===== config.mk =====
export PLATFORM = sky130hd
export DESIGN_NAME = mem_stage
export DESIGN_NICKNAME = d
export VERILOG_FILES = /design/src/rtl/mem_stage.sv
export SDC_FILE = /design/constraint.sdc
export NUM_CORES = 1
export LEC_CHECK = 0
export ABC_CLOCK_PERIOD_IN_PS = 2200
export CAP_MARGIN = 20
export CORE_AREA = 5 5 278 280
export DETAILED_ROUTE_END_ITERATION = 8
export DIE_AREA = 0 0 283 285
export DONT_BUFFER_PORTS = 1
export PLACE_DENSITY = 0.33
export SETUP_SLACK_MARGIN = 0.4
export SYNTH_ARGS = -nofsm -noshare
export SYNTH_HDL_FRONTEND = slang
export SYNTH_SLANG_ARGS = --single-unit

===== constraint.sdc =====
create_clock -name clk -period 2.2 [get_ports clk]
set_clock_uncertainty 0.1 [all_clocks]
set_input_delay 0.33 -clock clk [delete_from_list [all_inputs] [get_ports clk]]
set_output_delay 0.33 -clock clk [all_outputs]
set_load 0.02 [all_outputs]

===== src/rtl/mem_stage.sv =====
// mem_stage -- memory-access stage of the integer pipeline.
//
// Decodes RV64 loads and stores, issues one data-memory request per aligned
// access, and holds the upstream pipeline with stall_o until the memory
// acknowledges. Non-memory instructions pass to WB with one cycle of latency.
// Misaligned accesses are dropped: they raise misalign_o for one cycle and
// retire without any register or CSR write.
//
// Ports:
//   clk, rst                clock, asynchronous active-low reset
//   valid_i .. csr_wdata_i  instruction fields from the EX/MEM register
//   dmem_*_o                registered data-memory request (addr/data/mask)
//   dmem_rdata_i, dmem_ack_i  memory response, sampled only while BUSY
//   stall_o                 holds EX/MEM and every earlier stage
//   misalign_o              one-cycle misaligned-access pulse
//   wb_*_o                  registered results towards WB
//   mem_back_*_o            the same results forwarded back to EX
module mem_stage #(
  parameter int DW = 64,
  parameter int MW = 8
) (
  input  logic          clk,
  input  logic          rst,
  input  logic          valid_i,
  input  logic [6:0]    opcode_i,
  input  logic [2:0]    funct3_i,
  input  logic [4:0]    rd_addr_i,
  input  logic          wreg_i,
  input  logic [DW-1:0] wdata_i,
  input  logic [DW-1:0] store_data_i,
  input  logic [11:0]   csr_waddr_i,
  input  logic          csr_wreg_i,
  input  logic [DW-1:0] csr_wdata_i,
  output logic          dmem_req_o,
  output logic          dmem_we_o,
  output logic [DW-1:0] dmem_addr_o,
  output logic [DW-1:0] dmem_wdata_o,
  output logic [MW-1:0] dmem_wmask_o,
  input  logic [DW-1:0] dmem_rdata_i,
  input  logic          dmem_ack_i,
  output logic          stall_o,
  output logic          misalign_o,
  output logic [4:0]    wb_rd_addr_o,
  output logic          wb_wreg_o,
  output logic [DW-1:0] wb_wdata_o,
  output logic [11:0]   wb_csr_waddr_o,
  output logic          wb_csr_wreg_o,
  output logic [DW-1:0] wb_csr_wdata_o,
  output logic [4:0]    mem_back_rd_addr_o,
  output logic          mem_back_wreg_o,
  output logic [DW-1:0] mem_back_wdata_o,
  output logic [11:0]   mem_back_csr_waddr_o,
  output logic          mem_back_csr_wreg_o,
  output logic [DW-1:0] mem_back_csr_wdata_o
);

  localparam logic [6:0] OP_LOAD  = 7'b0000011;
  localparam logic [6:0] OP_STORE = 7'b0100011;

  typedef enum logic {IDLE, BUSY} state_t;
  state_t state, state_next;

  logic       is_load, is_store, is_mem, misaligned, start;
  logic [2:0] lane;

  // Load context captured when the request is issued, used at retirement.
  logic [4:0] rd_addr_p1;
  logic       wreg_p1;
  logic       load_p1;
  logic [2:0] funct3_p1;
  logic [2:0] lane_p1;

  // Select the addressed lane and sign- or zero-extend it to DW bits.
  function automatic logic [DW-1:0] load_extract(input logic [DW-1:0] rdata,
                                                 input logic [2:0]    f3,
                                                 input logic [2:0]    ln);
    logic [DW-1:0]      s;
    logic signed [7:0]  b;
    logic signed [15:0] h;
    logic signed [31:0] w;
    logic [DW-1:0]      r;
    s = rdata >> {ln, 3'b000};
    b = s[7:0];
    h = s[15:0];
    w = s[31:0];
    case (f3)
      3'b000:  r = DW'(b);
      3'b001:  r = DW'(h);
      3'b010:  r = DW'(w);
      3'b100:  r = DW'(s[7:0]);
      3'b101:  r = DW'(s[15:0]);
      3'b110:  r = DW'(s[31:0]);
      default: r = s;
    endcase
    return r;
  endfunction

  function automatic logic [MW-1:0] store_mask(input logic [1:0] size,
                                               input logic [2:0] ln);
    logic [MW-1:0] m;
    m = '0;
    case (size)
      2'b00:   m[0]   = 1'b1;
      2'b01:   m[1:0] = 2'b11;
      2'b10:   m[3:0] = 4'hF;
      default: m      = '1;
    endcase
    return m << ln;
  endfunction

  assign lane = wdata_i[2:0];

  always_comb begin
    is_load    = (opcode_i == OP_LOAD) && (funct3_i != 3'b111);
    is_store   = (opcode_i == OP_STORE) && !funct3_i[2];
    is_mem     = is_load || is_store;
    misaligned = 1'b0;
    case (funct3_i[1:0])
      2'b01:   misaligned = lane[0];
      2'b10:   misaligned = |lane[1:0];
      2'b11:   misaligned = |lane;
      default: misaligned = 1'b0;
    endcase
  end

  assign start = (state == IDLE) && valid_i && is_mem && !misaligned;

  // Gated by rst so the stall is forced low while reset is held.
  assign stall_o = rst && (start || ((state == BUSY) && !dmem_ack_i));

  always_comb begin
    state_next = state;
    case (state)
      IDLE:    if (start) state_next = BUSY;
      BUSY:    if (dmem_ack_i) state_next = IDLE;
      default: state_next = IDLE;
    endcase
  end

  // ---- stage p1: request issue, FSM, retirement towards WB ----
  always_ff @(posedge clk or negedge rst) begin
    if (!rst) begin
      state          <= IDLE;
      dmem_req_o     <= 1'b0;
      dmem_we_o      <= 1'b0;
      dmem_addr_o    <= '0;
      dmem_wdata_o   <= '0;
      dmem_wmask_o   <= '0;
      misalign_o     <= 1'b0;
      wb_rd_addr_o   <= '0;
      wb_wreg_o      <= 1'b0;
      wb_wdata_o     <= '0;
      wb_csr_waddr_o <= '0;
      wb_csr_wreg_o  <= 1'b0;
      wb_csr_wdata_o <= '0;
    end else begin
      state      <= state_next;
      misalign_o <= (state == IDLE) && valid_i && is_mem && misaligned;

      // Request registers: loaded on issue, held through BUSY, cleared after ack.
      if (start) begin
        dmem_req_o   <= 1'b1;
        dmem_we_o    <= is_store;
        dmem_addr_o  <= {wdata_i[DW-1:3], 3'b000};
        dmem_wdata_o <= is_store ? (store_data_i << {lane, 3'b000}) : '0;
        dmem_wmask_o <= is_store ? store_mask(funct3_i[1:0], lane) : '0;
      end else if ((state == IDLE) || dmem_ack_i) begin
        dmem_req_o   <= 1'b0;
        dmem_we_o    <= 1'b0;
        dmem_addr_o  <= '0;
        dmem_wdata_o <= '0;
        dmem_wmask_o <= '0;
      end

      if (state == BUSY) begin
        // Only the ack edge retires; every waiting edge loads a bubble.
        wb_wreg_o     <= dmem_ack_i && load_p1 && wreg_p1 && (rd_addr_p1 != 5'd0);
        wb_csr_wreg_o <= 1'b0;
        if (dmem_ack_i) begin
          wb_rd_addr_o <= rd_addr_p1;
          wb_wdata_o   <= load_p1 ? load_extract(dmem_rdata_i, funct3_p1, lane_p1) : '0;
        end
      end else if (!valid_i || start) begin
        wb_wreg_o     <= 1'b0;
        wb_csr_wreg_o <= 1'b0;
      end else begin
        // Non-memory op, or a misaligned access retiring without writes.
        wb_rd_addr_o   <= rd_addr_i;
        wb_wreg_o      <= !is_mem && wreg_i && (rd_addr_i != 5'd0);
        wb_wdata_o     <= wdata_i;
        wb_csr_waddr_o <= csr_waddr_i;
        wb_csr_wreg_o  <= !is_mem && csr_wreg_i;
        wb_csr_wdata_o <= csr_wdata_i;
      end
    end
  end

  always_ff @(posedge clk) begin
    if (start) begin
      rd_addr_p1 <= rd_addr_i;
      wreg_p1    <= wreg_i;
      load_p1    <= is_load;
      funct3_p1  <= funct3_i;
      lane_p1    <= lane;
    end
  end

  assign mem_back_rd_addr_o   = wb_rd_addr_o;
  assign mem_back_wreg_o      = wb_wreg_o;
  assign mem_back_wdata_o     = wb_wdata_o;
  assign mem_back_csr_waddr_o = wb_csr_waddr_o;
  assign mem_back_csr_wreg_o  = wb_csr_wreg_o;
  assign mem_back_csr_wdata_o = wb_csr_wdata_o;

endmodule


## Word-level counts from Yosys, hierarchy flattened

Cells that the tools add are included.

| storage, ports and cells | value |
|---|---|
| output and inout bits | 434 |
| input port bits | 289 |
| register bits | 300 |

| cells by class | value |
|---|---|
| mux-type cells | 33 |
| shift operators | 3 |
| equality and inequality tests | 13 |
| reduce and logical (&&, ||, !) cells | 34 |
| bitwise gates (word level) | 2 |

Operators with widths:

| cell | number |
|---|---|
| 64-bit 2-to-1 mux | 8 |
| 64-bit one-hot mux with 6 select lines | 1 |
| 64-bit by 6-bit << shifter with 64-bit output | 1 |
| 64-bit by 6-bit right shift with 64-bit output | 1 |
| 8-bit 2-to-1 mux | 3 |
| 5-bit 2-to-1 mux | 3 |
| 1-bit logical AND | 14 |
| 1-bit 2-to-1 mux | 12 |
| 5-bit nonzero test | 2 |
| 3-bit equality test (second input constant) | 3 |
| 4-bit 2-to-1 mux | 2 |
| 8-bit by 3-bit << shifter with 8-bit output | 1 |
| 7-bit by 2-bit equality test with 1-bit output (second input constant) | 1 |
| 7-bit by 6-bit equality test with 1-bit output (second input constant) | 1 |
| 3-bit OR reduction | 2 |
| 1-bit logical NOT | 5 |
| 2-bit equality test (second input constant) | 2 |
| 1-bit logical OR | 4 |
| 2-bit 2-to-1 mux | 2 |
| 2-bit inequality test (second input constant) | 2 |
| 2-bit AND reduction | 2 |
| 2-bit OR reduction | 2 |
| 3-bit by 1-bit equality test with 1-bit output (second input constant) | 1 |
| 3-bit by 2-bit equality test with 1-bit output (second input constant) | 1 |
| other kinds (8) | 9 |

## Logic depth before layout (Yosys ltp)

Gate-level depths: netlist (run 1).

| logic depth | value |
|---|---|
| word-level depth | 9 |
| gate-level depth with buffers | 9 |
| mapped depth without buffers | 5 |

## Least setup slack after synthesis (run 1)

No wires, ideal clock.

| timing path | value |
|---|---|
| path type | input port to flip-flop |
| start | input port opcode_i[3] |
| end | register funct3_p1[0], enable pin |
| library setup time | 0.383 ns |
| data arrival time | 1.885 ns |
| cell stages on the path | 4 |
| slack | -0.168 ns |
| path through | nor4_1 > nand4_1 > nor3_2 > clkbuf_1 |

| on the way | value |
|---|---|
| cells in the longest elaborated chain, start to end | 5 |

Ends and longest elaborated chain:

| element | line | source |
|---|---|---|
| start: declaration | 25 | `input logic [6:0] opcode_i,` |
| 7-bit by 2-bit equality test with 1-bit output or 7-bit by 6-bit equality test with 1-bit output (tied branches) | 114, 115 |  |
| 1-bit logical AND (on tied branches) | 114, 115 |  |
| 1-bit logical OR * | 116 | `is_mem = is_load \|\| is_store;` |
| 1-bit logical AND * (2 in series) | 126 | `assign start = (state == IDLE) && valid_i && is_mem && !misaligned;` |
| net start | 63 | `logic is_load, is_store, is_mem, misaligned, start;` |
| end signal: assignment | 203 | `funct3_p1 <= funct3_i;` |
| end: declaration | 70 | `logic [2:0] funct3_p1;` |

The timed path passes the listed nets; every way through them passes the cells marked *.
A chain may end at the register's enable or synchronous reset.

## Final worst setup path (run 1)

| timing path | value |
|---|---|
| start | register lane_p1[0] |
| end | register wb_wdata_o[63] (netlist: mem_back_wdata_o[63]) |

| on the way | value |
|---|---|
| cells in the longest elaborated chain, start to end | 5 |

Ends and longest elaborated chain:

| element | line | source |
|---|---|---|
| start: declaration | 71 | `logic [2:0] lane_p1;` |
| start signal: assignment | 204 | `lane_p1 <= lane;` |
| 64-bit by 6-bit right shift with 64-bit output | 82 | `s = rdata >> {ln, 3'b000};` |
| 64-bit one-hot mux with 6 select lines | 86 | `case (f3)` |
| 64-bit 2-to-1 mux | 181 | `wb_wdata_o <= load_p1 ? load_extract(dmem_rdata_i, funct3_p1, lane_p1) : '0;` |
| 64-bit 2-to-1 mux | 179 | `if (dmem_ack_i) begin` |
| 64-bit 2-to-1 mux | 175 | `if (state == BUSY) begin` |
| end signal: assignment | 181 |  |
| end signal: assignment | 190 | `wb_wdata_o <= wdata_i;` |
| end: declaration | 45 | `output logic [DW-1:0] wb_wdata_o,` |

No other way between the ends. The select of a mux whose other input is x is not followed.

==> flow_summary.toml, run 1 <==
[outcome]
outcome = "complete, but fails checks"
failed_checks = "negative hold slack, negative setup slack"

[synth]
yosys.area.top_type_share = 0.435
ys_ff_latch = 297
synth_edf_count = 13
synthesis.area_mm2 = 0.0163
yosys_warnings = 0
synth_common_cells = "nand2_1 (327), dfrtp_1 (284), buf_4 (150)"
yosysMostFrequentCell = "nand2_1"
netlist-cell-type-count = 61
synth_area_leader_cell = "dfrtp_1"
synthFlopType = "dfrtp_1"
seq_area_frac_synth = 0.459
synth_cells = 1668
async_flop_share = 0.956
synth.top_cells.by_area = "dfrtp_1 (43%), nand2_1 (7.5%), buf_4 (6.9%), a22o_1 (5.1%), mux2i_1 (4.3%)"
avgSynthCellArea_um2 = 9.80

[pwr]
p_total_mw = 15.5
power_density_mw_per_mm2 = 673
ir_drop_mv = 0.404
p_leak_nw = 10.3

[setup_path]
critical-path-slowest-cell = "mux4_2"
r2r_start = "lane_p1[0]"
cp-start-kind = "register"
worstSetupPathType = "reg2reg"
cp_common_cell = "buf_6"
crit_start = "lane_p1[0]"
required_ps = 2520
crit_chain = "buf_6 -> mux2_4 -> mux4_2 -> a2bb2oi_4 -> buf_6 -> a31o_4 -> buf_12 -> o211ai_1"
crit_arrival_ps = 2770
end_kind = "register"
path_max_fanout = 9
cpPeakStageDelay_ps = 530

[detailed_routing]
routedWlPerCell_um = 30.3
drtAntennaViolNets = 0
drt_pass1_iterations = 5
vias_per_cell = 4.96
vias = 14098
drtIter0Drc = 823
wl_um = 85900
drc = 0

[cts]
clock-root-buffer = "clkbuf_16"
path_clk_slew_ps = 60
cts_max_path_buffers = 3
cts_tree = "built"
ctsHoldBuffers = 181
numCtsBuffers = 40
cts.sinks = 297
clk_latency_ps = 560
h-tree-depth = 2

[hold_path]
hold_class = "in2async"

[die]
ioPinCount = 723
core_area_mm2 = 0.0742
die_x_um = 283
die_area_mm2 = 0.0807
rows = 100
start_util = 0.220
die_h_um = 285

[placed_design]
post-dp-hpwl_um = 59500
gp_congestion = 0.842
numPortBuffers = 0

[sta]
worst_pin_slew_ps = 605
drv_slew = 0
fin_tns_setup_ps = -14010
whs_ps = -633
setup_violations = 120
min_period_over_period = 1.11
hold_viol = 284
rsz0062_at_grt = "true"
slew_headroom = 0.596
period_needed_ps = 2450
fmaxAchievable_mhz = 408
setup_ws_ps = -250

[global_route]
grt_pass1_wl_um = 116000
grt_pass1_vias = 14524
grt_overflow = 0
grt_max_degree = 286
grt.total_usage = 0.195
antenna_found_initial = 6

[final_layout]
nNetsFinal = 2128
layout-drive-gt1-share = 0.300
fillers = 7598
area.growth.synth_to_final_pct = 41.2

[job]
cap_violations = 0
through the flow:
step | instance area [um2] | utilization | worst slack (ps) | instances | hold slack (ps)
2_1_floorplan | 16600 | - | -16.5 | 1670 | -65.6
4_1_cts | 21900 | 0.295 | -265 | 2799 | -669
5_1_grt | 23100 | 0.311 | -341 | 2837 | -671
6_report | 23100 | 0.311 | -250 | 2841 | -633
3_5_place_dp | 17400 | 0.235 | -261 | 2502 | -55.6
3_3_place_gp | 17400 | 0.235 | -289 | 2502 | -56.9
metal layers:
metal | share of wire | global-route usage | vias to the layer above | wire, um
li1 | - | - | 6163 | -
met3 | 0.086 | 0.0720 | 101 | 7380
met5 | 0.00041 | 0 | - | 35
met2 | 0.51 | 0.351 | 558 | 43800
met1 | 0.38 | 0.222 | 7272 | 32800
met4 | 0.023 | 0.0419 | 4 | 1960
worst max-delay path: cells and delay by family, from the launching register on:
kind / cells / cell delay [ps]
flops: 1 / 380
mux: 2 / 840
compound gates: 3 / 520
buf+inv: 3 / 470
logic make-up (layout without fill, tap and decap cells):
kind of cell | after synthesis | after routing | share of synthesized area
and+or+nand+nor | 574 | 574 | 0.160
AOI/OAI and AO/OA | 369 | 369 | 0.171
DFF | 297 | 297 | 0.459
buffers and inverters | 297 | 495 | 0.107
muxes | 130 | 130 | 0.103
other | 1 | 7 | 0.000229
report_power, final:
group	leakage (nW)	switching [mW]	total [mW]	internal, mW
clock network	0.679	2.69	6.96	4.27
registers	3.82	1.04	6.77	5.74
logic	5.76	0.881	1.81	0.930
total	10.3	4.61	15.5	10.9
placed cells by master, fill, tap and decap left out, drive strengths merged, types with 3 or more instances in the layout:
cell type / count
a211oi: 22
a21boi: 7
a21o: 3
a21oi: 47
a221o: 8
a22o: 95
a22oi: 14
a31oi: 25
and2: 15
and3: 9
buf: 213
bufinv: 4
clkbuf: 74
clkinv: 6
conb: 3
dfrtp: 284
diode: 4
dlygate4sd3: 179
edfxtp: 13
inv: 16
mux2: 33
mux2i: 70
mux4: 27
nand2: 327
nand2b: 15
nand3: 57
nand3b: 40
nand4: 4
nor2: 59
nor2b: 22
nor3: 12
o211ai: 41
o21ai: 63
o221ai: 7
o22ai: 17
o32ai: 7
or2: 7
final timing paths:
path / cells after the start / endpoint / slack [ps]
min: 0 / mem_back_csr_wdata_o[60] / -630
max in group asynchronous: 0 / dmem_wdata_o[40] / 2150
min in group clk: 2 / mem_back_wdata_o[63] / 20
max: 8 / mem_back_wdata_o[63] / -250
min reg2reg: 2 / mem_back_wreg_o / 410
max reg2reg: 8 / mem_back_wdata_o[63] / -250
cell type report:
class	count	area (um2)	area share
antenna	4	10.0	0.000433
clock buffer	58	1200	0.0520
clock inverter	13	193	0.00834
inverter	15	56.3	0.00244
multi-input combinational	1076	7980	0.345
sequential	297	7500	0.325
tap	969	1210	0.0525
timing repair buffer	409	4940	0.214
state kept, by name, indices dropped and copies added, names as in the netlist, 3 cells and up:
signal	flops
dmem_wmask_o	8
mem_back_rd_addr_o	5
funct3_p1	3
rd_addr_p1	5
mem_back_csr_waddr_o	12
dmem_wdata_o	64
mem_back_csr_wdata_o	64
lane_p1	3
mem_back_wdata_o	64
dmem_addr_o	61
timing repair:
action / CTS / global route
hold endpoints to repair: 554 / 284
buffers inserted: 28 / 16
resized for setup: 167 / 160
cloned: 17 / 22
setup endpoints to repair: 286 / 263
pin swaps: 92 / 68
(Power assumes the default switching activity.)
==> run 2: changes to the inputs <==
CAP_MARGIN = 30   (was 20)
PLACE_DENSITY = 0.35   (was 0.33)
REMOVE_ABC_BUFFERS = 1   (was default)
==> run 2 against run 1 <==
Net effect:
- the run still ends with negative hold slack, negative setup slack left
- via count is 0.42% lower
- combinational power is 12% lower
- register-to-register slack worse by 70 ps
- critical path depth stayed put
- global-route usage is 0.49 points lower
- sequential cell count stayed put
- design area is 3.0% lower
- utilization is 0.92 points lower
- clock power is 2% lower
- maximum frequency is 2.7% lower
- setup slack worse by 67 ps
- critical endpoint unchanged
- largest power group unchanged
==> flow_summary.toml, run 2 (synthesis results as in run 1) <==
[setup_path]
r2r_cells = 8
cp_common_cell = "buf_6"
regToRegSetupSlack_ps = -320
crit_chain = "buf_6 -> mux2_4 -> mux4_2 -> a2bb2oi_4 -> buf_6 -> a31o_4 -> buf_12 -> o211ai_1"
path_max_fanout = 15
cpPeakStageDelay_ps = 530
required_ps = 2520
r2r_end = "mem_back_wdata_o[63]"
worstSetupPathType = "reg2reg"
crit_arrival_ps = 2840
r2r_start = "lane_p1[0]"
end_kind = "register"
critical-path-slowest-cell = "mux4_2"
cp-start-kind = "register"

[placed_design]
placed_area_mm2 = 0.0171
placed_cells = 2474
dp_slack_ps = -309
post-dp-hpwl_um = 56000
gp_congestion = 0.850
numPortBuffers = 0

[outcome]
outcome = "complete, but fails checks"
failed_checks = "negative hold slack, negative setup slack"

[cts]
h-tree-depth = 2
cts.sinks = 297
clock-root-buffer = "clkbuf_16"
cts_max_path_buffers = 3
cts_tree = "built"
path_clk_slew_ps = 60
clk_latency_ps = 560
numCtsBuffers = 40

[global_route]
grt.total_usage = 0.190
grt_overflow = 0
grt_max_degree = 286
grt_pass1_vias = 14619
grt_pass1_wl_um = 114000
antenna_found_initial = 9

[sta]
period_needed_ps = 2520
setup_violations = 59
drv_slew = 0
rsz0062_at_grt = "true"
worst_pin_slew_ps = 735
whs_ps = -629
fin_tns_setup_ps = -13840
fmaxAchievable_mhz = 397
setup_ws_ps = -317
hold_viol = 284
slew_headroom = 0.510
min_period_over_period = 1.14

[pwr]
internal-power_mw = 10.7
power_density_mw_per_mm2 = 679
p_leak_nw = 9.91
p_sw_frac = 0.296
ir_drop_mv = 0.424
switchingPower_mw = 4.50
clkPwrFrac = 0.450
p_comb_frac = 0.105
seq_power_share = 0.445

[final_layout]
fillers = 7632
fin_area_mm2 = 0.0224
nNetsFinal = 2101
layout_common_cells = "nand2_1 (319), dfrtp_1 (279), dlygate4sd3_1 (180)"
layout-drive-gt1-share = 0.262
area.growth.synth_to_final_pct = 37.1
final_common_cell = "nand2_1"
final_cells = 2810

[job]
cap_violations = 0

[detailed_routing]
drtIter0Drc = 817
drtAntennaViolNets = 0
wl_um = 83300
drt_pass1_iterations = 5
routedWlPerCell_um = 29.7
drc = 0
vias = 14039
vias_per_cell = 5.00

[hold_path]
hold_class = "in2async"

[die]
die_area_mm2 = 0.0807
rows = 100
core_area_mm2 = 0.0742
die_h_um = 285
start_util = 0.220
ioPinCount = 723
die_x_um = 283
## run 2: cell types whose count changed in the layout (fill, tap and decap cells not counted), moves of 12 or more
cell and delta:
nand2_4 -27, buf_12 -17, nand2_2 -33, buf_4 -12, nand2_1 +59
## run 2: cell type report
type,count,area [um2],share of cell area
Timing Repair Buffer,382,4550,0.203
Clock buffer,49,1100,0.0493
Sequential cell,297,7510,0.335
Multi-Input combinational cell,1076,7730,0.345
Antenna cell,3,7.51,0.000335
Tap cell,969,1210,0.0541
Inverter,15,56.3,0.00251
Clock inverter,19,243,0.0108
## run 2: stage by stage
stage	hold WS [ps]	util	power [mW]
finish	-629	0.302	15.2
global route	-669	0.302	15.8
CTS	-670	0.287	15.3
detailed placement	-51.4	0.230	7.90
global placement	-52.6	0.230	7.88
floorplan	-65.6	-	7.41
## run 2: critical path, delay by kind of cell (launching register included)
family,cells,cell delay [ps]
multiplexers,2,830
AO/OA/AOI/OAI,3,570
buffers and inverters,3,470
flip-flops,1,380
## run 2: per-layer routing
layer / part of all wire / vias up / global-route usage
li1: - / 6096 / -
met1: 0.38 / 7151 / 0.218
met2: 0.49 / 666 / 0.332
met3: 0.098 / 124 / 0.0757
met4: 0.029 / 2 / 0.0505
met5: 0.00016 / - / 0
## run 2: timing repair
item / 4_1_cts / 5_1_grt
buffers inserted: 25 / 26
pin swaps: 39 / 112
gates cloned: 15 / 17
gates resized for setup: 155 / 130
endpoints found under the setup margin: 222 / 272
endpoints found under the hold margin: 557 / 288
hold buffers: 181 / 1
## run 2: worst max-delay path by stage
stage | from | to | slack (ps) | cells after the start
final | lane_p1[0] | mem_back_wdata_o[63] | -320 | 8
after global routing | lane_p1[0] | mem_back_wdata_o[63] | -370 | 9
after CTS | state | stall_o | -310 | 7
after detailed placement | lane_p1[0] | mem_back_wdata_o[16] | -310 | 8
after global placement | lane_p1[0] | mem_back_wdata_o[13] | -250 | 9
after floorplan | opcode_i[3] | mem_back_wdata_o[24] | -5410 | 5
## run 2: power by group through the flow
stage | Sequential [mW] | Combinational (mW) | Clock (mW)
floorplan | 6.69 | 0.720 | 0
finish | 6.77 | 1.60 | 6.84
CTS | 6.78 | 1.47 | 7.09
detailed placement | 6.88 | 1.02 | 0
global route | 6.80 | 1.73 | 7.28
global placement | 6.88 | 1.00 | 0
==> run 3: changes to the inputs <==
GPL_TIMING_DRIVEN = 0   (was default)
==> run 3 against run 2 <==
Net effect:
- highest routed layer is now met4
- the flow still finishes with violations (negative hold slack, negative setup slack)
- global-route usage shrank 0.095 points
- clock-buffer cell count grew 4
- non-clock buffer count shrank 42
- sequential cell count is the same
- design area grew 0.27%
- utilization grew 0.081 points
- critical endpoint is now stall_o
- largest power group unchanged
- sequential share of layout area shrank 0.11 points
- clock power grew 1%
- critical path depth is the same
==> flow_summary.toml, run 3 (synthesis results as in run 1) <==
[outcome]
outcome = "complete, but fails checks"
failed_checks = "negative hold slack, negative setup slack"

[setup_path]
path_max_fanout = 4
cp-start-kind = "register"
crit_arrival_ps = 2370
regToRegSetupSlack_ps = -550
worstSetupPathType = "reg2out"
critical-path-slowest-cell = "dfrtp_4"
cp_common_cell = "buf_16"
crit_chain = "buf_16 -> nor2b_4 -> nand4_1 -> nor3_4 -> clkbuf_16 -> buf_16 -> or2_4 -> and2_4"
cpPeakStageDelay_ps = 500
required_ps = 1770
end_kind = "primary output"

[pwr]
p_sw_frac = 0.291
power_density_mw_per_mm2 = 680
seq_power_share = 0.441
internal-power_mw = 10.8
clkPwrFrac = 0.452
p_comb_frac = 0.107
switchingPower_mw = 4.44
ir_drop_mv = 0.420
p_leak_nw = 9.86

[final_layout]
layout-drive-gt1-share = 0.241
layout_common_cells = "nand2_1 (319), dfrtp_1 (283), dlygate4sd3_1 (180)"
fillers = 7667
nNetsFinal = 2063
fin_area_mm2 = 0.0225
final_common_cell = "nand2_1"
area.growth.synth_to_final_pct = 37.4
multiInputGateArea_mm2 = 0.00783
seqCellArea_mm2 = 0.00750

[global_route]
grt_pass1_vias = 14154
antenna_found_initial = 7
grt.total_usage = 0.189
grt_max_degree = 286
grt_pass1_wl_um = 113000
grt_overflow = 0

[die]
core_area_mm2 = 0.0742
ioPinCount = 723
start_util = 0.220
die_area_mm2 = 0.0807
die_x_um = 283
die_h_um = 285
rows = 100

[sta]
period_needed_ps = 2800
hold_viol = 284
setup_violations = 144
whs_ps = -618
setup_ws_ps = -597
min_period_over_period = 1.27
fmaxAchievable_mhz = 358
slew_headroom = 0.352
worst_pin_slew_ps = 973
rsz0062_at_grt = "true"
drv_slew = 0

[cts]
ctsHoldBuffers = 182
cts_tree = "built"
numCtsBuffers = 39
path_clk_slew_ps = 60
h-tree-depth = 2
clock-root-buffer = "clkbuf_16"
cts_max_path_buffers = 3
cts.sinks = 297
clk_latency_ps = 550

[detailed_routing]
drt_pass1_iterations = 5
drc = 0
drtIter0Drc = 987
vias_per_cell = 5.11
routedWlPerCell_um = 30.9
wl_um = 85600
vias = 14175
drtAntennaViolNets = 0

[placed_design]
numPortBuffers = 0
dp_slack_ps = -1690
post-dp-hpwl_um = 54700
gp_congestion = 0.808
placed_area_mm2 = 0.0167

[hold_path]
hold_class = "in2async"

[job]
cap_violations = 0
[run 3: power by group through the flow]
| stage | sequential [mW] | combinational (mW) | clock (mW) |
|---|---|---|---|
| after floorplan | 6.69 | 0.720 | 0 |
| after global placement | 6.85 | 0.969 | 0 |
| after detailed placement | 6.85 | 0.991 | 0 |
| after CTS | 6.75 | 1.42 | 7.14 |
| after global routing | 6.78 | 1.75 | 7.32 |
| final | 6.74 | 1.63 | 6.91 |
[run 3: layer usage]
layer  track usage  routed length, um  up-vias
li1              -                  -     6038
met3        0.0732               8330       98
met5             0                  0        -
met2         0.331              41900      733
met1         0.221              33500     7306
met4        0.0416               1920        0
[run 3: timing repair]
item / in CTS / in global routing
pin swaps: 37 / 69
setup endpoints to repair: 298 / 296
resized for setup: 89 / 159
setup buffers: 59 / 40
endpoints found under the hold margin: 557 / 284
cloned: 9 / 21
[run 3: worst paths after layout]
kind | startpoint | end | cells after the start
setup / recovery | state | stall_o | 8
hold / removal | rst | mem_back_csr_wdata_o[18] | 0
setup reg to reg | lane_p1[0] | mem_back_wdata_o[39] | 9
hold reg to reg | wreg_p1 | mem_back_wreg_o | 2
max in group asynchronous | rst | state | 0
min in group clk | wdata_i[0] | dmem_wdata_o[49] | 3
[run 3: critical path: cells and delay by family, from the launching register on]
| kind | cells | cell delay (ps) |
|---|---|---|
| and+or+nand+nor | 5 | 850 |
| DFF | 1 | 500 |
| buffers and inverters | 3 | 460 |
[run 3: metrics by stage]
stage / setup TNS, ps / std cells / total power [mW] / util / hold WS [ps]
2_1_floorplan: -1147670 / 1388 / 7.41 / - / -65.6
3_3_place_gp: -2637160 / 2357 / 7.82 / 0.214 / -52.9
3_5_place_dp: -291400 / 2390 / 7.85 / 0.225 / -53.7
4_1_cts: -58370 / 2707 / 15.3 / 0.284 / -658
5_1_grt: -54800 / 2772 / 15.8 / 0.303 / -651
6_report: -40390 / 2774 / 15.3 / 0.303 / -618
[run 3: cell type report]
type                    instances  share of cell area
flip-flops and latches        297               0.334
clock inverters                14             0.00908
repair buffers                340               0.199
well taps                     969              0.0540
diodes                          5            0.000557
multi-input cells            1081               0.349
inverters                      15             0.00301
clock buffers                  53              0.0517
